## src/rtl/nibble_serial_adder_ctrl.sv

```systemverilog
// Wide adder built from a single 4-bit adder slice, stepped one nibble per cycle LSB first.
// Valid/ready on both sides; the result registers stay stable while out_valid is high.

module fullAdder_4Bit (
  input  logic [3:0] a_i,
  input  logic [3:0] b_i,
  input  logic       c_i,
  output logic [3:0] s_o,
  output logic       c_o
);
  assign {c_o, s_o} = a_i + b_i + {3'b000, c_i};
endmodule

// state | meaning
// IDLE  | waiting for operands, in_ready high
// ADD   | one nibble per cycle through the shared slice, idx selects the nibble
// DONE  | result held with out_valid high until out_ready
module nibble_serial_adder_ctrl #(
  parameter int WIDTH = 16
) (
  input  logic             clk,
  input  logic             rst,
  input  logic             in_valid,
  output logic             in_ready,
  input  logic [WIDTH-1:0] a,
  input  logic [WIDTH-1:0] b,
  input  logic             cin,
  output logic             out_valid,
  input  logic             out_ready,
  output logic [WIDTH-1:0] sum,
  output logic             cout,
  output logic             busy
);
  localparam int NIB = WIDTH / 4;
  localparam int IW  = (NIB > 1) ? $clog2(NIB) : 1;
  localparam logic [IW-1:0] LAST_IDX = IW'(NIB - 1);

  typedef enum logic [1:0] {
    S_IDLE = 2'd0,
    S_ADD  = 2'd1,
    S_DONE = 2'd2
  } state_t;

  state_t           state_q, state_d;
  logic [IW-1:0]    idx_q, idx_d;
  logic [WIDTH-1:0] a_q, a_d;
  logic [WIDTH-1:0] b_q, b_d;
  logic [WIDTH-1:0] sum_q, sum_d;
  logic             carry_q, carry_d;
  logic             cout_q, cout_d;

  logic [3:0] add_a, add_b, add_s;
  logic       add_c;

  assign add_a = a_q[4*idx_q +: 4];
  assign add_b = b_q[4*idx_q +: 4];

  fullAdder_4Bit u_slice (
    .a_i (add_a),
    .b_i (add_b),
    .c_i (carry_q),
    .s_o (add_s),
    .c_o (add_c)
  );

  always_ff @(posedge clk or posedge rst) begin
    if (rst) begin
      state_q <= S_IDLE;
      idx_q   <= '0;
      a_q     <= '0;
      b_q     <= '0;
      sum_q   <= '0;
      carry_q <= 1'b0;
      cout_q  <= 1'b0;
    end else begin
      state_q <= state_d;
      idx_q   <= idx_d;
      a_q     <= a_d;
      b_q     <= b_d;
      sum_q   <= sum_d;
      carry_q <= carry_d;
      cout_q  <= cout_d;
    end
  end

  always_comb begin
    state_d = state_q;
    idx_d   = idx_q;
    a_d     = a_q;
    b_d     = b_q;
    sum_d   = sum_q;
    carry_d = carry_q;
    cout_d  = cout_q;
    case (state_q)
      S_IDLE: begin
        if (in_valid) begin
          a_d     = a;
          b_d     = b;
          carry_d = cin;
          idx_d   = '0;
          state_d = S_ADD;
        end
      end
      S_ADD: begin
        sum_d[4*idx_q +: 4] = add_s;
        carry_d             = add_c;
        if (idx_q == LAST_IDX) begin
          cout_d  = add_c;
          state_d = S_DONE;
        end else begin
          idx_d = idx_q + IW'(1);
        end
      end
      S_DONE: begin
        if (out_ready) state_d = S_IDLE;
      end
      default: state_d = S_IDLE;
    endcase
  end

  // Handshake outputs decode registered state only, so out_ready never reaches in_ready.
  assign in_ready  = (state_q == S_IDLE);
  assign out_valid = (state_q == S_DONE);
  assign busy      = (state_q == S_ADD) || (state_q == S_DONE);
  assign sum       = sum_q;
  assign cout      = cout_q;

endmodule

```

## config.mk

```make
export PLATFORM = sky130hd
export DESIGN_NAME = nibble_serial_adder_ctrl
export DESIGN_NICKNAME = d
export VERILOG_FILES = /design/src/rtl/nibble_serial_adder_ctrl.sv
export SDC_FILE = /design/constraint.sdc
export NUM_CORES = 1
export LEC_CHECK = 0
export BUFFER_PORTS_ARGS = -buffer_cell sky130_fd_sc_hd__buf_2
export CORE_MARGIN = 2
export CORE_UTILIZATION = 30
export DETAILED_ROUTE_END_ITERATION = 10
export GPL_TIMING_DRIVEN = 0
export HOLD_SLACK_MARGIN = 0.15
export PLACE_DENSITY = 0.48
export RECOVER_POWER = 25
export SYNTH_ARGS = -nofsm -noshare
export SYNTH_HDL_FRONTEND = slang
export SYNTH_SLANG_ARGS = --single-unit
```

## constraint.sdc

```tcl
create_clock -name clk -period 6.75 [get_ports clk]
set_input_delay 1.35 -clock clk [delete_from_list [all_inputs] [get_ports clk]]
set_output_delay 1.35 -clock clk [all_outputs]
set_load 0.02 [all_outputs]
```

## Yosys cells after proc, flatten, opt, wreduce, memory -nomap -nowiden

Index checks and enable logic that the tools add are counted.

- Bits in registers: 54
- Input port bits: 37
- Output and inout bits: 20
- Word-level logic and storage cells: 40

- $add $sub $neg: 4
- Equality and inequality tests: 7
- Shift operators: 4
- Multiplexer cells: 10
- Reductions and logical operators: 8

Operator list:

| operator | number |
|---|---|
| 4-bit negation with 34-bit output | 1 |
| 4-bit by 34-bit variable shift with 16-bit output (first input constant) | 1 |
| 4-bit by 34-bit indexed part select with 16-bit output | 1 |
| 16-bit by 5-bit indexed part select with 4-bit output | 2 |
| 16-bit bitwise mux | 1 |
| 2-bit 2-to-1 mux | 5 |
| 2-bit inequality test (second input constant) | 3 |
| 2-bit case mux with 3 select lines | 1 |
| 2-bit AND reduction | 3 |
| 3-bit AND reduction | 2 |
| 4-bit by 4-bit adder with 5-bit output | 1 |
| 5-bit by 1-bit adder with 5-bit output | 1 |
| 2-bit equality test (second input constant) | 2 |
| 2-bit case mux with 2 select lines | 1 |
| 2-bit by 1-bit adder with 2-bit output (second input constant) | 1 |
| 2-bit by 1-bit equality test with 1-bit output (second input constant) | 1 |
| 2-bit logical NOT | 1 |
| 2-bit by 1-bit inequality test with 1-bit output (second input constant) | 1 |
| 1-bit case mux with 2 select lines | 1 |
| 2-bit nonzero test | 1 |
| 1-bit logical OR | 1 |
| 1-bit 2-to-1 mux | 1 |

## Depth between registers and ports, before layout

- Word-level depth: 5
- Depth in mapped cells: 7
- Gate-level depth less buffers: 6

## Modules after synthesis

Synthesis repeated with hierarchy kept, for this count alone.

- Cells, all modules: 182
- Area, all modules: 2,635.0 sq um

By module, submodules not included:

| module | times used | cells each | area an instance (sq um) |
|---|---|---|---|
| nibble_serial_adder_ctrl | 1 | 166 | 2,491.1 |
| fullAdder_4Bit | 1 | 16 | 143.9 |

## Least setup slack after synthesis

OpenSTA, ideal clock, no wires.

- Path kind: register -> register
- From: register idx_q[0]
- To: register cout_q, in the netlist cout
- Arrival: 2.363 ns
- Data required time: 6.609 ns
- Path slack: 4.247 ns
- Stages on the path, launching flop included: 8
- Path buffers: 1
- Path through: dfrtp_1 > buf_6 > mux4_1 > fa_1 > fa_1 > a21o_1 > a21oi_1 > a31oi_1

- Word-level cells in the longest chain between the ends: 3
- Elaborated cells between the ends (all ways): 6
- Classes of those cells: add/sub (2); eq/ne (1); shift (2); reduce/logical (1)

Ends and longest elaborated chain:

| what | RTL line | source |
|---|---|---|
| start, declared | 45 | `logic [IW-1:0] idx_q, idx_d;` |
| start signal, assigned | 77 | `idx_q <= idx_d;` |
| 16-bit by 5-bit indexed part select with 4-bit output (on tied branches) | 55, 56 |  |
| 4-bit by 4-bit adder with 5-bit output | 11 | `assign {c_o, s_o} = a_i + b_i + {3'b000, c_i};` |
| 5-bit by 1-bit adder with 5-bit output | 11 |  |
| end signal, assigned | 82 | `cout_q <= cout_d;` |
| end, declared | 50 | `logic cout_q, cout_d;` |

Several ways; a longest one is shown, not always the timed one.
A chain may end at the register's enable or synchronous reset.

==> flow_results.org <==
** Run status
- The run finished, with violations left.
- Violations in the final reports :: capacitance limit, slew limit

** Min path
- The path class of the tightest hold or removal check is flop to flop.
- The path with the worst hold slack has its endpoint at sum[7].
- Cell count of the worst hold path :: 2
- The startpoint identified for the worst hold timing path is sum[7].

** Timing
- Worst Hold Margin :: 0.484 ns
- Max transition margin :: -28.7%
- For the final database, setup skew stands at 0.00610 ns.
- Adding up every negative setup slack in the final design gives 0 ns.
- Peak clock frequency supported by timing :: 292 MHz
- The number of pins exceeding their max-slew limit in the final report came to 35.
- Setup slack closes at 3.32 ns.
- Setup repair after global routing left no endpoint under its margin.
- The number of hold-slack violations in the final timing report is 0.
- For the finished layout, the period the worst path requires is 3.43 ns.
- Slew at the pin with the worst max-slew slack :: 1.93 ns
- Of the available clock period, the critical path in the final layout requires 50.8%.
- Number of setup violations in the final report :: 0

** Power and ir drop
- Across the VDD grid, the largest voltage drop is 0.000176 V.
- Cell leakage power :: 1.46 nW
- Dividing total power by cell area gives a power density of 533 mW/mm2.
- Total power :: 1.68 mW

** Route
- Wirelength, routed :: 5630 um
- Dividing the detail-routed wire length by the instance count gives 15.6 um.
- Using the TritonRoute via totals, the vias-per-cell ratio works out to 4.77.
- The count of nets left with antenna violations once routing finished came out at 0.
- Initial DRC count :: 24
- Wire segments on met2 add up to 2710 um in the final route.
- DRC :: 0
- Top routing layer in use :: met4
- The first detailed-routing pass ran for 4 iterations.
- In the detailed route, the total length drawn on met3 is 304 um.
- For this block, wires on met1 add up to 2580 um.
- Summing over every cut layer, the via total after detailed routing is 1725.

** CTS
- The longest clock path from root to sink contains 2 buffers.
- Once the clock tree was built, the setup fixing pass inserted 0 buffers.
- TritonCTS built the clock tree.
- PostCTS Resize Cnt :: 0
- The clock drives 54 sinks.
- Post-CTS Hold Fix Bufs :: 0
- H-tree levels :: 2
- Clock tree synthesis inserted a total of 5 buffers.
- At the later pin of the worst-skew pair, clock insertion delay measures 0.31 ns.
- In this run the clock root is driven by a sky130_fd_sc_hd__clkbuf_8.
- Clock transition at the registers of the reported paths :: 0.10 ns

** Setup path
- The critical path is of the input pin to asynchronous set/reset pin type.
- In this run the critical register-to-register path is captured at cout.
- Category of cells accounting for the largest share of critical-path delay :: buffers and inverters
- FF-to-FF Start :: idx_q[1]
- In this design, the stage delay of the slowest critical-path cell is 1.44 ns.
- At the worst endpoint, the required time is 6.80 ns.
- Nature of the critical path startpoint :: input pin
- Peak fanout along the critical path :: 34
- For flop-to-flop paths, the worst setup slack is 3.88 ns.
- The slowest stage of the critical path is the sky130_fd_sc_hd__clkbuf_1 cell.
- The critical path contains buffers and inverters numbering 3 combined.
- Arr. time, crit path :: 3.48 ns
- The worst setup path is captured at an asynchronous set/reset pin.
- Worst-case reg-to-reg path depth :: 7
- The critical path goes through buf_2, inv_1, clkbuf_1.

** Layout
- Final instance area :: 0.00314 mm2
- Fraction of final layout cells sized beyond drive strength 1 :: 42.5%
- Number of inserted diodes :: 0
- Filler Cell Count :: 876
- The final layout contains 304 nets.
- The area growth from synthesis to layout is 20.0%.

** Synthesis
- Average footprint of a synthesized cell :: 13.9 um2
- The synthesized netlist devotes 7.26% of its cell area to adder and majority cells.
- Proportion of synthesized area in mux cells :: 21.5%
- For this run, the register share of the synthesized area comes to 51.6%.
- Share of flip-flops with an asynchronous set or reset :: 100%
- After synthesis, the largest family of logic cells by area is multiplexers.
- Count of unique library cells instantiated by Yosys :: 35
- Ranked by total cell area, the synthesized netlist is headed by sky130_fd_sc_hd__dfrtp_1 (52%), sky130_fd_sc_hd__mux2_2 (14%), sky130_fd_sc_hd__ha_1 (5.7%).
- Yosys mapped a number of flops with a built-in enable equal to 0.
- The synthesized design spends more area on one cell type than any other, namely sky130_fd_sc_hd__dfrtp_1.
- Among all flip-flop cells after synthesis, the most frequent one is sky130_fd_sc_hd__dfrtp_1.
- Yosys printed 0 warnings.
- Simple-Gate Fraction of Synth Area :: 7.55%
- Summing the areas of all xor and xnor instances in the mapped netlist gives 0.334% of the synthesized area.
- Summing the areas of all compound-gate instances in the mapped netlist gives 9.03% of the synthesized area.
- Summing every instance area after synthesis gives 0.00262 mm2.
- Synth Instances :: 189
- Share of Yosys cell area claimed by the top area cell type :: 51.6%
- After synthesis the netlist holds a flip-flop and latch count of 54.
- Synth Net Count :: 240

** Floorplanning
- IO Pins :: 57
- Die Height :: 97.5 um
- Floorplan core area :: 0.00859 mm2
- In this run the core area contains 34 standard-cell rows.
- For this configuration, the core starts out at a cell density of 30.5%.
- Die area :: 0.00950 mm2
- Die width :: 97.5 um

** Global route
- For this run the aggregate overflow at the end of global routing stands at 0.
- Pin count of the biggest net entering global routing :: 35
- Global routing consumed, over all layers together, 12.5% of the routing resources.
- The number of antenna violations at the first check in global routing was 0.
- The first global-routing pass estimated 9450 um of wire.
- Vias in the first global route :: 1783

** Placed design
- Once placement finished, the instance area stood at 0.00306 mm2.
- Input and output buffers added on the ports amount to 56.
- Final estimated routing congestion in global placement :: 0.720
- Post-Place Worst Slack :: 3.83 ns
- Detailed placer's ending HPWL :: 4250 um

** Flow run
- The tool flagged a number of max-cap violations equal to 1.
-- state kept, by name, indices dropped and copies added (netlist names) --
name / count
idx_q: 2
a_q: 16
state_q: 2
cout: 1
sum: 16
b_q: 16
carry_q: 1
-- cell usage after synthesis (all sizes together), types with 3 or more instances --
cell / n
inv: 7
nand2: 11
nor2b: 3
clkbuf: 4
or4b: 3
buf: 5
a21oi: 7
nor3b: 3
mux4: 8
ha: 12
nor4b: 3
a22o: 12
dfrtp: 54
mux2: 33
o31ai: 4
-- worst max-delay path by stage --
stage	from	endpoint	slack, ns	cells after the start
finish	rst	state_q[1]	3.32	3
global route	rst	state_q[1]	2.73	3
CTS	idx_q[1]	cout	3.81	7
detailed placement	idx_q[1]	cout	3.83	7
global placement	rst	b_q[1]	3.27	2
floorplan	rst	a_q[0]	4.09	1
-- stage by stage --
stage,instances,util [%]
after floorplan,189,-
after global placement,353,35.3
after detailed placement,354,35.6
after CTS,362,36.8
after global routing,362,36.6
final,362,36.6
-- placed cells by master, fill, tap and decap left out, types with 2 or more instances in the layout --
| master | instances |
|---|---|
| sky130_fd_sc_hd__buf_2 | 60 |
| sky130_fd_sc_hd__mux4_2 | 5 |
| sky130_fd_sc_hd__ha_1 | 12 |
| sky130_fd_sc_hd__nor4b_1 | 3 |
| sky130_fd_sc_hd__clkbuf_8 | 7 |
| sky130_fd_sc_hd__nor2b_1 | 3 |
| sky130_fd_sc_hd__inv_1 | 7 |
| sky130_fd_sc_hd__mux4_1 | 3 |
| sky130_fd_sc_hd__nor3b_1 | 3 |
| sky130_fd_sc_hd__a22o_1 | 12 |
| sky130_fd_sc_hd__a21oi_1 | 7 |
| sky130_fd_sc_hd__mux2_2 | 33 |
| sky130_fd_sc_hd__dfrtp_1 | 54 |
| sky130_fd_sc_hd__nand2_1 | 11 |
| sky130_fd_sc_hd__or4b_1 | 3 |
| sky130_fd_sc_hd__clkbuf_1 | 5 |
| sky130_fd_sc_hd__o31ai_1 | 4 |
| sky130_fd_sc_hd__o221ai_1 | 2 |
| sky130_fd_sc_hd__fa_1 | 2 |
-- layer usage --
layer / vias to the layer above / GRT usage (%)
met4: 0 / 1.92
li1: 838 / -
met2: 43 / 19.9
met3: 4 / 4.32
met1: 840 / 17.0
met5: - / 0
-- cell type report --
class | count | area, um2 | area share [%]
Inverter | 7 | 26.3 | 0.836
Buffer | 9 | 46.3 | 1.47
Sequential cell | 54 | 1350 | 43.0
Clock inverter | 1 | 8.76 | 0.279
Clock buffer | 7 | 96.3 | 3.06
Multi-Input combinational cell | 119 | 1200 | 38.0
Tap cell | 108 | 135 | 4.30
Timing Repair Buffer | 57 | 284 | 9.03
-- worst min-delay path, cell delays in order (launching register included) --
cell and delay (ns):
sky130_fd_sc_hd__dfrtp_1 0.35, sky130_fd_sc_hd__nand2_1 0.05, sky130_fd_sc_hd__o31ai_1 0.05
-- kinds of logic (layout without fill, tap and decap cells) --
logic type,Yosys count,in the layout
muxes,41,41
adders and majority gates,14,14
DFF,54,54
buffers and inverters,16,81
xor gates and xnor gates,1,1
AOI/OAI and AO/OA,31,31
and+or+nand+nor,32,32
-- where the power goes --
part	total (mW)	internal (mW)	switching [mW]
Combinational	0.920	0.414	0.506
Sequential	0.554	0.475	0.0791
Clock	0.201	0.0942	0.107
Total	1.68	0.983	0.692
Note: power is estimated with default switching activity, not from simulation.
